**src/rtl/id_ex_latch.sv**
```systemverilog
// id_ex_latch
// ID/EX pipeline register of the 5-stage MIPS pipeline. It captures the
// decoded instruction on every enabled edge and inserts a bubble on flush,
// after a halt has been seen, or on a load-use hazard. It also raises a
// combinational stall request (luStall) back to the PC and the IF/ID latch.
//
// Ports
//   CLK, nRST            clock, asynchronous active-low reset
//   en                   pipeline advance; registers hold while low
//   flush                squash; the next enabled edge loads a bubble
//   *_in_1               decoded fields from the ID stage
//   *_out_2              registered fields presented to EX and forwarding
//   luStall              load-use stall request (combinational)
module id_ex_latch (
   input  logic        CLK,
   input  logic        nRST,
   input  logic        en,
   input  logic        flush,
   input  logic        valid_in_1,
   input  logic        halt_in_1,
   input  logic        RegWrite_in_1,
   input  logic        dREN_in_1,
   input  logic        dWEN_in_1,
   input  logic        alusrc_in_1,
   input  logic        uses_rt_in_1,
   input  logic [4:0]  rs_in_1,
   input  logic [4:0]  rt_in_1,
   input  logic [4:0]  wsel_in_1,
   input  logic [3:0]  aluop_in_1,
   input  logic [31:0] rdat1_in_1,
   input  logic [31:0] rdat2_in_1,
   input  logic [31:0] imm_in_1,
   input  logic [31:0] pc4_in_1,
   output logic        valid_out_2,
   output logic        halt_out_2,
   output logic        RegWrite_out_2,
   output logic        dREN_out_2,
   output logic        dWEN_out_2,
   output logic        alusrc_out_2,
   output logic [4:0]  rs_out_2,
   output logic [4:0]  rt_out_2,
   output logic [4:0]  wsel_out_2,
   output logic [3:0]  aluop_out_2,
   output logic [31:0] rdat1_out_2,
   output logic [31:0] rdat2_out_2,
   output logic [31:0] imm_out_2,
   output logic [31:0] pc4_out_2,
   output logic        luStall
);

   logic haltReg;
   logic haltSeen;
   logic srcMatch;

   // A load into $zero never creates a dependency; rt only counts when the
   // consumer actually reads it.
   always_comb begin
      srcMatch = (wsel_out_2 == rs_in_1) |
                 (uses_rt_in_1 & (wsel_out_2 == rt_in_1));
      luStall  = valid_out_2 & dREN_out_2 & (wsel_out_2 != 5'd0) &
                 valid_in_1 & srcMatch & ~flush & ~haltSeen;
   end

   always_ff @(posedge CLK or negedge nRST) begin
      if (!nRST) begin
         valid_out_2    <= 1'b0;
         haltReg        <= 1'b0;
         RegWrite_out_2 <= 1'b0;
         dREN_out_2     <= 1'b0;
         dWEN_out_2     <= 1'b0;
         alusrc_out_2   <= 1'b0;
         rs_out_2       <= 5'd0;
         rt_out_2       <= 5'd0;
         wsel_out_2     <= 5'd0;
         aluop_out_2    <= 4'd0;
         rdat1_out_2    <= 32'd0;
         rdat2_out_2    <= 32'd0;
         imm_out_2      <= 32'd0;
         pc4_out_2      <= 32'd0;
         haltSeen       <= 1'b0;
      end else if (en) begin
         if (flush || haltSeen || luStall) begin
            valid_out_2    <= 1'b0;
            haltReg        <= 1'b0;
            RegWrite_out_2 <= 1'b0;
            dREN_out_2     <= 1'b0;
            dWEN_out_2     <= 1'b0;
            alusrc_out_2   <= 1'b0;
            rs_out_2       <= 5'd0;
            rt_out_2       <= 5'd0;
            wsel_out_2     <= 5'd0;
            aluop_out_2    <= 4'd0;
            rdat1_out_2    <= 32'd0;
            rdat2_out_2    <= 32'd0;
            imm_out_2      <= 32'd0;
            pc4_out_2      <= 32'd0;
         end else begin
            valid_out_2    <= valid_in_1;
            haltReg        <= halt_in_1;
            RegWrite_out_2 <= RegWrite_in_1;
            dREN_out_2     <= dREN_in_1;
            dWEN_out_2     <= dWEN_in_1;
            alusrc_out_2   <= alusrc_in_1;
            rs_out_2       <= rs_in_1;
            rt_out_2       <= rt_in_1;
            wsel_out_2     <= wsel_in_1;
            aluop_out_2    <= aluop_in_1;
            rdat1_out_2    <= rdat1_in_1;
            rdat2_out_2    <= rdat2_in_1;
            imm_out_2      <= imm_in_1;
            pc4_out_2      <= pc4_in_1;
            if (halt_in_1)
               haltSeen <= 1'b1;
         end
      end
   end

   // haltSeen keeps halt visible to EX after the halt itself has been
   // replaced by bubbles.
   assign halt_out_2 = haltReg | haltSeen;

endmodule

```
**config.mk**
```make
export PLATFORM = sky130hd
export DESIGN_NAME = id_ex_latch
export DESIGN_NICKNAME = d
export VERILOG_FILES = /design/src/rtl/id_ex_latch.sv
export SDC_FILE = /design/constraint.sdc
export NUM_CORES = 1
export LEC_CHECK = 0
export BUFFER_PORTS_ARGS = -buffer_cell sky130_fd_sc_hd__buf_2
export CORE_MARGIN = 5
export CORE_UTILIZATION = 42
export CTS_BUF_LIST = sky130_fd_sc_hd__clkbuf_8
export CTS_CLUSTER_DIAMETER = 100
export CTS_CLUSTER_SIZE = 16
export DETAILED_ROUTE_END_ITERATION = 7
export PLACE_DENSITY_LB_ADDON = 0.05
export SLEW_MARGIN = 20
export SYNTH_ARGS = -nofsm -noshare
export SYNTH_HDL_FRONTEND = slang
export SYNTH_SLANG_ARGS = --single-unit
```
**constraint.sdc**
```tcl
create_clock -name CLK -period 3.3 [get_ports CLK]
set_input_delay 0.165 -clock CLK [delete_from_list [all_inputs] [get_ports CLK]]
set_output_delay 0.165 -clock CLK [all_outputs]
set_load 0.005 [all_outputs]
```
==> impl_metrics.json, run 1 <==
{
  "syn_area_per_cell_um2": 9.91,
  "ys_ff_latch": 154,
  "async_reset_ff_share_pct": 100,
  "synth_ff_type": "dfrtp_1",
  "vdd_drop_max_v": 0.000282,
  "die_area_um2": 19700,
  "rows": 47,
  "holdWs_ns": 0.251,
  "drtPass1Iterations": 5,
  "start_util_pct": 42.9,
  "critPathCaptureType": "output port",
  "clk-insertion-delay-late_ns": 0.45,
  "setup_ws_ns": 0.840,
  "max_slew_margin_pct": 46.1,
  "nFillCells": 1390,
  "io_buffer_count": 311,
  "die_h_um": 140,
  "drtIter0Drc": 637,
  "grt_pass1_vias": 7442,
  "clk_transition_reported_paths_ns": 0.08,
  "outcome": "finished clean",
  "multi_input_area_um2": 2880,
  "fin_crit_sh_pct": 74.5,
  "rsz0062_at_grt": "no",
  "power_density_nw_per_um2": 470,
  "place.gp.congestion": 0.754,
  "grt_antenna_before_repair": 1,
  "maxCapViolCount": 0,
  "postCtsHoldBufs": 154,
  "grt_first_pass_wirelength_um": 39700,
  "drc": 0,
  "period_minus_slack_ns": 2.46,
  "num_vias": 7636,
  "cp_slowest_cell": "or4_1",
  "synth_nets": 879,
  "drive_gt1_share_pct": 31.5,
  "critical-path-max-stage-delay_ns": 0.59,
  "tns_ns": 0,
  "wl_per_cell_um": 18.3,
  "ios": 312,
  "place_ws_ns": 1.26,
  "critPathBufInv": 2,
  "synth-edff-count": 0,
  "finalSetupViolations": 0,
  "synth_area_um2": 7150,
  "cts-resized-gates": 0,
  "post-route-util_pct": 64.5,
  "cts_sinks": 154,
  "finalPower_mw": 5.05,
  "critPathTopFamily": "simple AND/OR/NAND/NOR gates",
  "yosysWarningCount": 0,
  "htreeDepth": 4,
  "cts_buffer_depth": 2,
  "synth_cell_types": 22,
  "ant_nets": 0,
  "seq_area_frac_synth_pct": 53.9,
  "cts_inserted_buffers": 17,
  "cp.required_ns": 3.13,
  "area_delta_synth_final_pct": 50.2,
  "worstMarginPinSlew_ns": 0.809,
  "synth_cells": 721,
  "arrival_ns": 2.29,
  "start_kind": "flip-flop",
  "skew_ns": 0.0132,
  "path_class": "flip-flop to output port",
  "grt_max_degree": 159,
  "finalMaxSlewViolations": 0,
  "core_area_um2": 16600,
  "drt-vias-per-instance": 5.58,
  "die_w_um": 140,
  "hold_viol_final": 0,
  "hp-class": "input port to flip-flop",
  "final_nets": 1292,
  "crit_fanout": 73,
  "cts_setup_buffers": 0,
  "p_leak_nw": 4.93,
  "routed_wl_um": 25000,
  "cts_root_buf": "clkbuf_8",
  "dp_hpwl_um": 15000,
  "overflow": 0,
  "max_freq_mhz": 407,
  "grt_usage_pct": 24.5,
  "path_cells": "or4_1 > o211ai_4 > buf_12 > nor2b_1 > buf_2",
  "register_area_um2": 3850,
  "cts_tree": "done"
}
==> layout make-up <==
cell class,count,area share (%)
sequential,154,35.9
timing repair buffer,478,30.5
multi-input combinational,482,26.8
tap,220,2.56
clock buffer,18,2.31
clock inverter,14,1.82
inverter,1,0.0583
antenna,1,0.0233
==> worst min-delay path, stage by stage <==
cell and delay, ns:
buf_2 0.10, inv_4 0.12, a32oi_1 0.17, o21ai_1 0.08
==> synth_stat cells, types with 2 or more instances <==
cell / count / area, um^2
buf_1: 3 / 11.3
clkbuf_1: 62 / 233
xnor2_1: 10 / 87.6
a32oi_1: 153 / 1340
buf_4: 2 / 15.0
o21ai_0: 135 / 676
nand2_1: 155 / 582
dfrtp_1: 154 / 3850
buf_6: 15 / 169
buf_2: 2 / 10.0
o21ai_1: 19 / 95.1
==> logic make-up (layout without fill, tap and decap cells) <==
logic type	after synthesis	in the layout	synth area share [%]
buffers and inverters	85	511	6.18
flip-flops	154	154	53.9
XOR/XNOR	10	10	1.23
AO/OA/AOI/OAI	310	310	29.9
AND/OR/NAND/NOR	162	162	8.79
other	0	1	0
==> worst paths after layout <==
check	start	to	slack [ns]	cells after the start
setup / recovery	wsel_out_2[0]	luStall	0.84	5
hold / removal	en	rs_out_2[3]	0.25	4
setup reg to reg	wsel_out_2[0]	rdat1_out_2[0]	1.20	5
hold reg to reg	dWEN_out_2	dWEN_out_2	0.49	2
max in group asynchronous	nRST	imm_out_2[24]	2.17	3
min in group asynchronous	nRST	aluop_out_2[3]	0.34	2
==> cells in the final DEF (no fill, tap or decap), types with 2 or more instances in the layout <==
cell and n:
bufinv_16 4, dfrtp_1 154, o21ai_0 135, inv_6 2, xnor2_1 10, clkinv_2 3, dlygate4sd3_1 154, buf_12 6
a32oi_1 153, clkinv_4 4, nand2_1 155, buf_4 7, clkbuf_8 18, o21ai_1 19, buf_2 310
==> state kept, by name (all words and copies together), names as in the netlist, 4 cells and up <==
register,flops
rdat1_out_2,32
aluop_out_2,4
pc4_out_2,32
rt_out_2,5
rs_out_2,5
imm_out_2,32
wsel_out_2,5
rdat2_out_2,32
==> report_power, final <==
part / leakage [nW] / internal [mW] / switching [mW]
Combinational: 2.65 / 0.563 / 0.584
Sequential: 2.06 / 2.15 / 0.162
Clock: 0.223 / 0.850 / 0.737
Total: 4.93 / 3.57 / 1.48
==> routing by layer <==
metal | vias up | wire [um] | GRT usage [%]
met3 | 64 | 2010 | 6.44
met5 | - | 0 | 0
met1 | 3658 | 10400 | 32.7
met2 | 349 | 11800 | 38.1
met4 | 0 | 865 | 9.89
li1 | 3565 | - | -
==> through the flow <==
step | instances | area, um^2
floorplan | 721 | 7150
global placement | 1181 | 8750
detailed placement | 1181 | 8750
CTS | 1367 | 10700
global route | 1368 | 10700
finish | 1368 | 10700
Note: power is estimated with default switching activity, not from simulation.
==> run 2: changes to the inputs <==
Settings changed: ABC_AREA set to 1.
Clock period 3.3 ns to 2.13 ns, I/O delays scaled along.
==> run 2 against run 1 <==
  * Synthesized cell count rose by 0.28%
  * Clock skew is 0.0028 ns lower
  * Clock power is 40% higher
  * Final cell count grew 0.66%
  * Count of clock-buffer cells in the layout increased by 4
  * Register-to-register slack lost 0.80 ns
  * Hold slack worse by 0.076 ns
  * Sequential power grew 26%
  * Synthesized area down 11%
  * Die area decreased by 11%
  * Core utilization rose by 4.5 points
  * Critical path type unchanged
  * Largest cell class unchanged
  * Largest power group unchanged
==> impl_metrics.json, run 2 <==
{
  "clk-insertion-delay-late_ns": 0.44,
  "finalSetupViolations": 0,
  "dp_hpwl_um": 13500,
  "synth_compound_area_share_pct": 0.0790,
  "p_leak_nw": 6.08,
  "mostFrequentLayoutCell": "nand2_1",
  "cts_inserted_buffers": 17,
  "max_freq_mhz": 530,
  "synth_fa_ha_area_share_pct": 0,
  "ios": 312,
  "tns_ns": 0,
  "synth_area_um2": 6330,
  "synth_cell_types": 18,
  "io_buffer_count": 311,
  "grt_first_pass_wirelength_um": 35500,
  "start_util_pct": 43.3,
  "cp_common_cell": "nand2_1",
  "grt_antenna_before_repair": 2,
  "holdWs_ns": 0.175,
  "synth_most_common_cell": "nand2_1",
  "synth-xor-area-share_pct": 0.138,
  "finalMaxSlewViolations": 0,
  "outcome": "finished clean",
  "r2r_slack_ns": 0.40,
  "wl_per_cell_um": 16.1,
  "cts_root_buf": "clkbuf_8",
  "seq_area_frac_synth_pct": 60.8,
  "routed_wl_um": 22200,
  "synth_top_area_share_pct": 60.8,
  "place.gp.congestion": 0.798,
  "rsz0062_at_grt": "no",
  "worstReg2RegEnd": "imm_out_2[24]",
  "fin_crit_sh_pct": 88.5,
  "die_area_um2": 17600,
  "hold_viol_final": 0,
  "synth-edff-count": 0,
  "synth.area.mux_share_pct": 0,
  "path_class": "flip-flop to output port",
  "synth_top_family_by_area": "simple AND/OR/NAND/NOR gates",
  "final_cell_mix": "nand2_1, buf_2, dlygate4sd3_1, dfrtp_1, nand3_1",
  "r2r-start": "wsel_out_2[4]",
  "htreeDepth": 4,
  "crit_fanout": 15,
  "synth.top_cells.by_count": "nand2_1, dfrtp_1, nand3_1",
  "synth_area_leaders": "dfrtp_1, nand2_1, nand3_1",
  "die_w_um": 133,
  "ys_ff_latch": 154,
  "area_delta_synth_final_pct": 59.5,
  "maxCapViolCount": 0,
  "overflow": 0,
  "cts_buffer_depth": 2,
  "core_area_um2": 14600,
  "grt_usage_pct": 24.7,
  "vdd_drop_max_v": 0.000334,
  "die_h_um": 133,
  "grt_max_degree": 154,
  "synth_ff_type": "dfrtp_1",
  "drt-vias-per-instance": 4.82,
  "start_kind": "flip-flop",
  "drive_gt1_share_pct": 31.9,
  "cp_slowest_cell": "dfrtp_2",
  "drtIter0Drc": 375,
  "power_density_nw_per_um2": 561,
  "hp-class": "input port to async pin",
  "post-route-util_pct": 69.0,
  "synth_cells": 723,
  "r2r_cells": 11,
  "cts_tree": "done",
  "num_vias": 6636,
  "critPathCaptureType": "output port",
  "path_cells": "nand2_1 > nand2_1 > nor2_1 > nand3_1 > nand2_4 > nand2_8 > buf_16 > inv_1 > buf_2",
  "ant_nets": 0,
  "syn_area_per_cell_um2": 8.76,
  "drtPass1Iterations": 5,
  "max_slew_margin_pct": 53.4,
  "synth_nets": 881,
  "skew_ns": 0.0105,
  "rows": 44,
  "drc": 0,
  "period_minus_slack_ns": 1.89,
  "clk_transition_reported_paths_ns": 0.08,
  "yosys.area_share.simple_pct": 33.9,
  "yosys.area.top_type": "dfrtp_1",
  "nFillCells": 1142,
  "grt_pass1_vias": 6803,
  "async_reset_ff_share_pct": 100,
  "cp.required_ns": 2.02,
  "cts_sinks": 154,
  "final_nets": 1336,
  "yosysWarningCount": 0,
  "worstMarginPinSlew_ns": 0.699,
  "critical-path-max-stage-delay_ns": 0.45,
  "arrival_ns": 1.78
}
run 2: changes by cell type in the layout (fill, tap and decap cells not counted), moves of 3 or more:
cell,change
clkinv_4,-4
o21ai_0,-135
nand3_2,+10
clkbuf_8,+4
xnor2_1,-9
inv_1,+14
a32oi_1,-153
inv_2,+4
nand3_1,+146
buf_4,+3
nor2_1,+10
nand2_1,+176
o21ai_1,-18
run 2: worst max-delay path by stage:
stage               depth (start not counted)             end  slack, ns           from
floorplan                                   9  rdat1_out_2[3]       0.71       haltSeen
global placement                            8  rdat1_out_2[4]       0.44  wsel_out_2[3]
detailed placement                          8   imm_out_2[24]       0.42  wsel_out_2[3]
CTS                                        10         luStall       0.02  wsel_out_2[4]
global route                                9         luStall       0.07  wsel_out_2[2]
finish                                      9         luStall       0.24  wsel_out_2[4]
run 2: layer usage:
| layer | vias to the layer above | global-route usage, % | share of wire [%] |
|---|---|---|---|
| li1 | 3206 | - | - |
| met1 | 3091 | 31.1 | 40 |
| met2 | 286 | 40.4 | 49 |
| met3 | 53 | 7.02 | 8.0 |
| met4 | 0 | 9.93 | 2.9 |
| met5 | - | 0 | 0 |
run 2: cells by family after synthesis:
family | after synthesis
simple gates | 503
flops | 154
buf+inv | 64
compound gates | 1
xor+xnor | 1
run 2: timing repair:
item / in CTS / in global routing
setup buffers: 0 / 6
hold buffers: 154 / 0
hold endpoints to repair: 205 / 0
pin swaps: 0 / 2
endpoints found under the setup margin: 1 / 1
cloned: 0 / 2
gates resized for setup: 1 / 5
run 2: final cells by class:
| type | instances | area [um^2] | area share [%] |
|---|---|---|---|
| repair buffers | 483 | 3350 | 33.2 |
| well taps | 184 | 230 | 2.28 |
| clock inverters | 10 | 98.8 | 0.978 |
| clock buffers | 22 | 303 | 3.00 |
| diodes | 2 | 5.00 | 0.0495 |
| flip-flops and latches | 154 | 3860 | 38.2 |
| multi-input cells | 506 | 2200 | 21.7 |
| inverters | 16 | 62.6 | 0.619 |
run 2: worst max-delay path: cells and delay by family, from the launching register on:
kind                   cells  cell delay [ns]
buffers and inverters      3             0.32
flip-flops                 1             0.45
AND/OR/NAND/NOR            6             0.60
run 2: through the flow:
step | cell area [um^2] | setup WS, ns | std cells | power, mW
6_report | 10100 | 0.244 | 1377 | 5.67
4_1_cts | 10000 | 0.0188 | 1367 | 5.73
2_1_floorplan | 6330 | 0.710 | 723 | 3.04
3_3_place_gp | 8050 | 0.440 | 1181 | 3.28
5_1_grt | 10100 | 0.0698 | 1377 | 5.88
3_5_place_dp | 8050 | 0.421 | 1181 | 3.28
run 2: where the power goes:
part	switching (mW)	leakage, nW	internal, mW
combinational	0.215	3.72	0.310
clock	1.04	0.218	1.18
sequential	0.000000000000000927	2.14	2.92
total	1.26	6.08	4.41
==> run 3: changes to the inputs <==
Clock period 2.13 ns to 1.6 ns, I/O delays scaled along.
==> run 3 against run 2 <==
  * The flow now finishes with violations (negative setup slack)
  * Global-route usage decreased by 0.31 points
  * Final area is 1.1% higher
  * Clock skew shrank 0.0014 ns
  * Hold slack got worse by 0.041 ns
  * Count of clock-buffer cells in the layout up 2
  * Die area did not move
  * Critical path type unchanged
  * Critical endpoint unchanged
==> impl_metrics.json, run 3 (synthesis results as in run 2) <==
{
  "critical-path-max-stage-delay_ns": 0.43,
  "grt_first_pass_wirelength_um": 34900,
  "hold_viol_final": 0,
  "ant_nets": 0,
  "maxCapViolCount": 0,
  "critPathCaptureType": "output port",
  "path_class": "flip-flop to output port",
  "finalSetupViolations": 133,
  "nFillCells": 1165,
  "start_util_pct": 43.3,
  "worstMarginPinSlew_ns": 0.489,
  "clk_transition_reported_paths_ns": 0.08,
  "finalMaxSlewViolations": 0,
  "die_w_um": 133,
  "rows": 44,
  "cp_common_cell": "buf_6",
  "max_freq_mhz": 573,
  "p_leak_nw": 6.13,
  "drc": 0,
  "drive_gt1_share_pct": 32.9,
  "rsz0062_at_grt": "yes",
  "dp_hpwl_um": 13700,
  "cp_slowest_cell": "dfrtp_1",
  "max_slew_margin_pct": 67.4,
  "drtIter0Drc": 334,
  "hp-class": "input port to async pin",
  "drt-vias-per-instance": 4.88,
  "skew_ns": 0.00911,
  "start_kind": "flip-flop",
  "io_buffer_count": 311,
  "cts_tree": "done",
  "mostFrequentLayoutCell": "nand2_1",
  "post-route-util_pct": 69.8,
  "crit_fanout": 4,
  "clk-insertion-delay-late_ns": 0.45,
  "wl_per_cell_um": 15.8,
  "fin_crit_sh_pct": 109,
  "path_cells": "buf_6 > nor2_1 > nand3_1 > o21ai_2 > inv_2 > nand2_4 > buf_12 > inv_4 > buf_6",
  "die_area_um2": 17600,
  "tns_ns": -10.62,
  "grt_antenna_before_repair": 1,
  "final_nets": 1341,
  "cts_root_buf": "clkbuf_8",
  "grt_max_degree": 86,
  "routed_wl_um": 21800,
  "area_delta_synth_final_pct": 61.3,
  "final_cells": 1382,
  "register_area_um2": 3850,
  "vdd_drop_max_v": 0.000429,
  "grt_usage_pct": 24.4,
  "cts_sinks": 154,
  "grt_pass1_vias": 6722,
  "htreeDepth": 4,
  "ios": 312,
  "placed_cells": 1185,
  "core_area_um2": 14600,
  "period_minus_slack_ns": 1.74,
  "final_cell_mix": "nand2_1, buf_2, dlygate4sd3_1, dfrtp_1, nand3_1",
  "cts_inserted_buffers": 17,
  "cts_buffer_depth": 2,
  "place.gp.congestion": 0.800,
  "violations": "negative setup slack",
  "cp.required_ns": 1.52,
  "die_h_um": 133,
  "power_density_nw_per_um2": 718,
  "multi_input_area_um2": 2190,
  "setup_ws_ns": -0.145,
  "outcome": "finished, violations left",
  "drtPass1Iterations": 5,
  "arrival_ns": 1.66,
  "overflow": 0,
  "num_vias": 6747
}
[run 3: metal layers]
| metal | part of all wire [%] | GRT usage (%) | vias up |
|---|---|---|---|
| met2 | 50 | 39.8 | 281 |
| met5 | 0 | 0 | - |
| met4 | 3.0 | 10.7 | 0 |
| met1 | 39 | 30.3 | 3202 |
| met3 | 8.0 | 7.21 | 49 |
| li1 | - | - | 3215 |
[run 3: final timing paths]
check	start	end	slack (ns)	depth (start not counted)
hold reg to reg	rdat1_out_2[4]	rdat1_out_2[4]	0.48	2
setup reg to reg	wsel_out_2[2]	rdat2_out_2[13]	-0.12	10
hold / removal	nRST	rdat2_out_2[22]	0.13	2
max in group asynchronous	nRST	wsel_out_2[4]	0.87	3
min in group CLK	en	haltReg	0.14	5
setup / recovery	wsel_out_2[2]	luStall	-0.14	9
[run 3: layout make-up]
cell class                      instances  area share [%]
Clock inverter                          8           0.416
Sequential cell                       154            37.7
Clock buffer                           24            3.23
Timing Repair Buffer                  489            34.2
Antenna cell                            2          0.0490
Inverter                               16           0.637
Multi-Input combinational cell        505            21.5
Tap cell                              184            2.25
[run 3: power by group]
part           internal (mW)       switching [mW]  total [mW]
clock                   1.34                 1.40        2.74
combinational          0.423                0.286       0.709
sequential              3.89  0.00000000000000123        3.89
[run 3: worst max-delay path, delay by kind of cell, from the launching register on]
family / cells / cell delay, ns
flops: 1 / 0.43
buf+inv: 5 / 0.42
simple gates: 3 / 0.24
compound gates: 1 / 0.13
[run 3: what timing repair did]
action,CTS,global route
resized for setup,5,12
setup buffers,6,1
pin swaps,6,8
setup endpoints to repair,1,155
gates cloned,2,0
endpoints found under the hold margin,308,0
hold buffers,154,0
[run 3: per-stage QoR]
step | power, mW | setup slack (ns) | hold slack, ns | cell area, um^2
after floorplan | 4.04 | 0.180 | -0.216 | 6330
after global placement | 4.38 | 0.122 | 0.0364 | 8130
after CTS | 7.41 | -0.141 | 0.110 | 10200
final | 7.34 | -0.145 | 0.134 | 10200
after global routing | 7.63 | -0.264 | 0.146 | 10200
after detailed placement | 4.37 | 0.0807 | 0.0373 | 8130
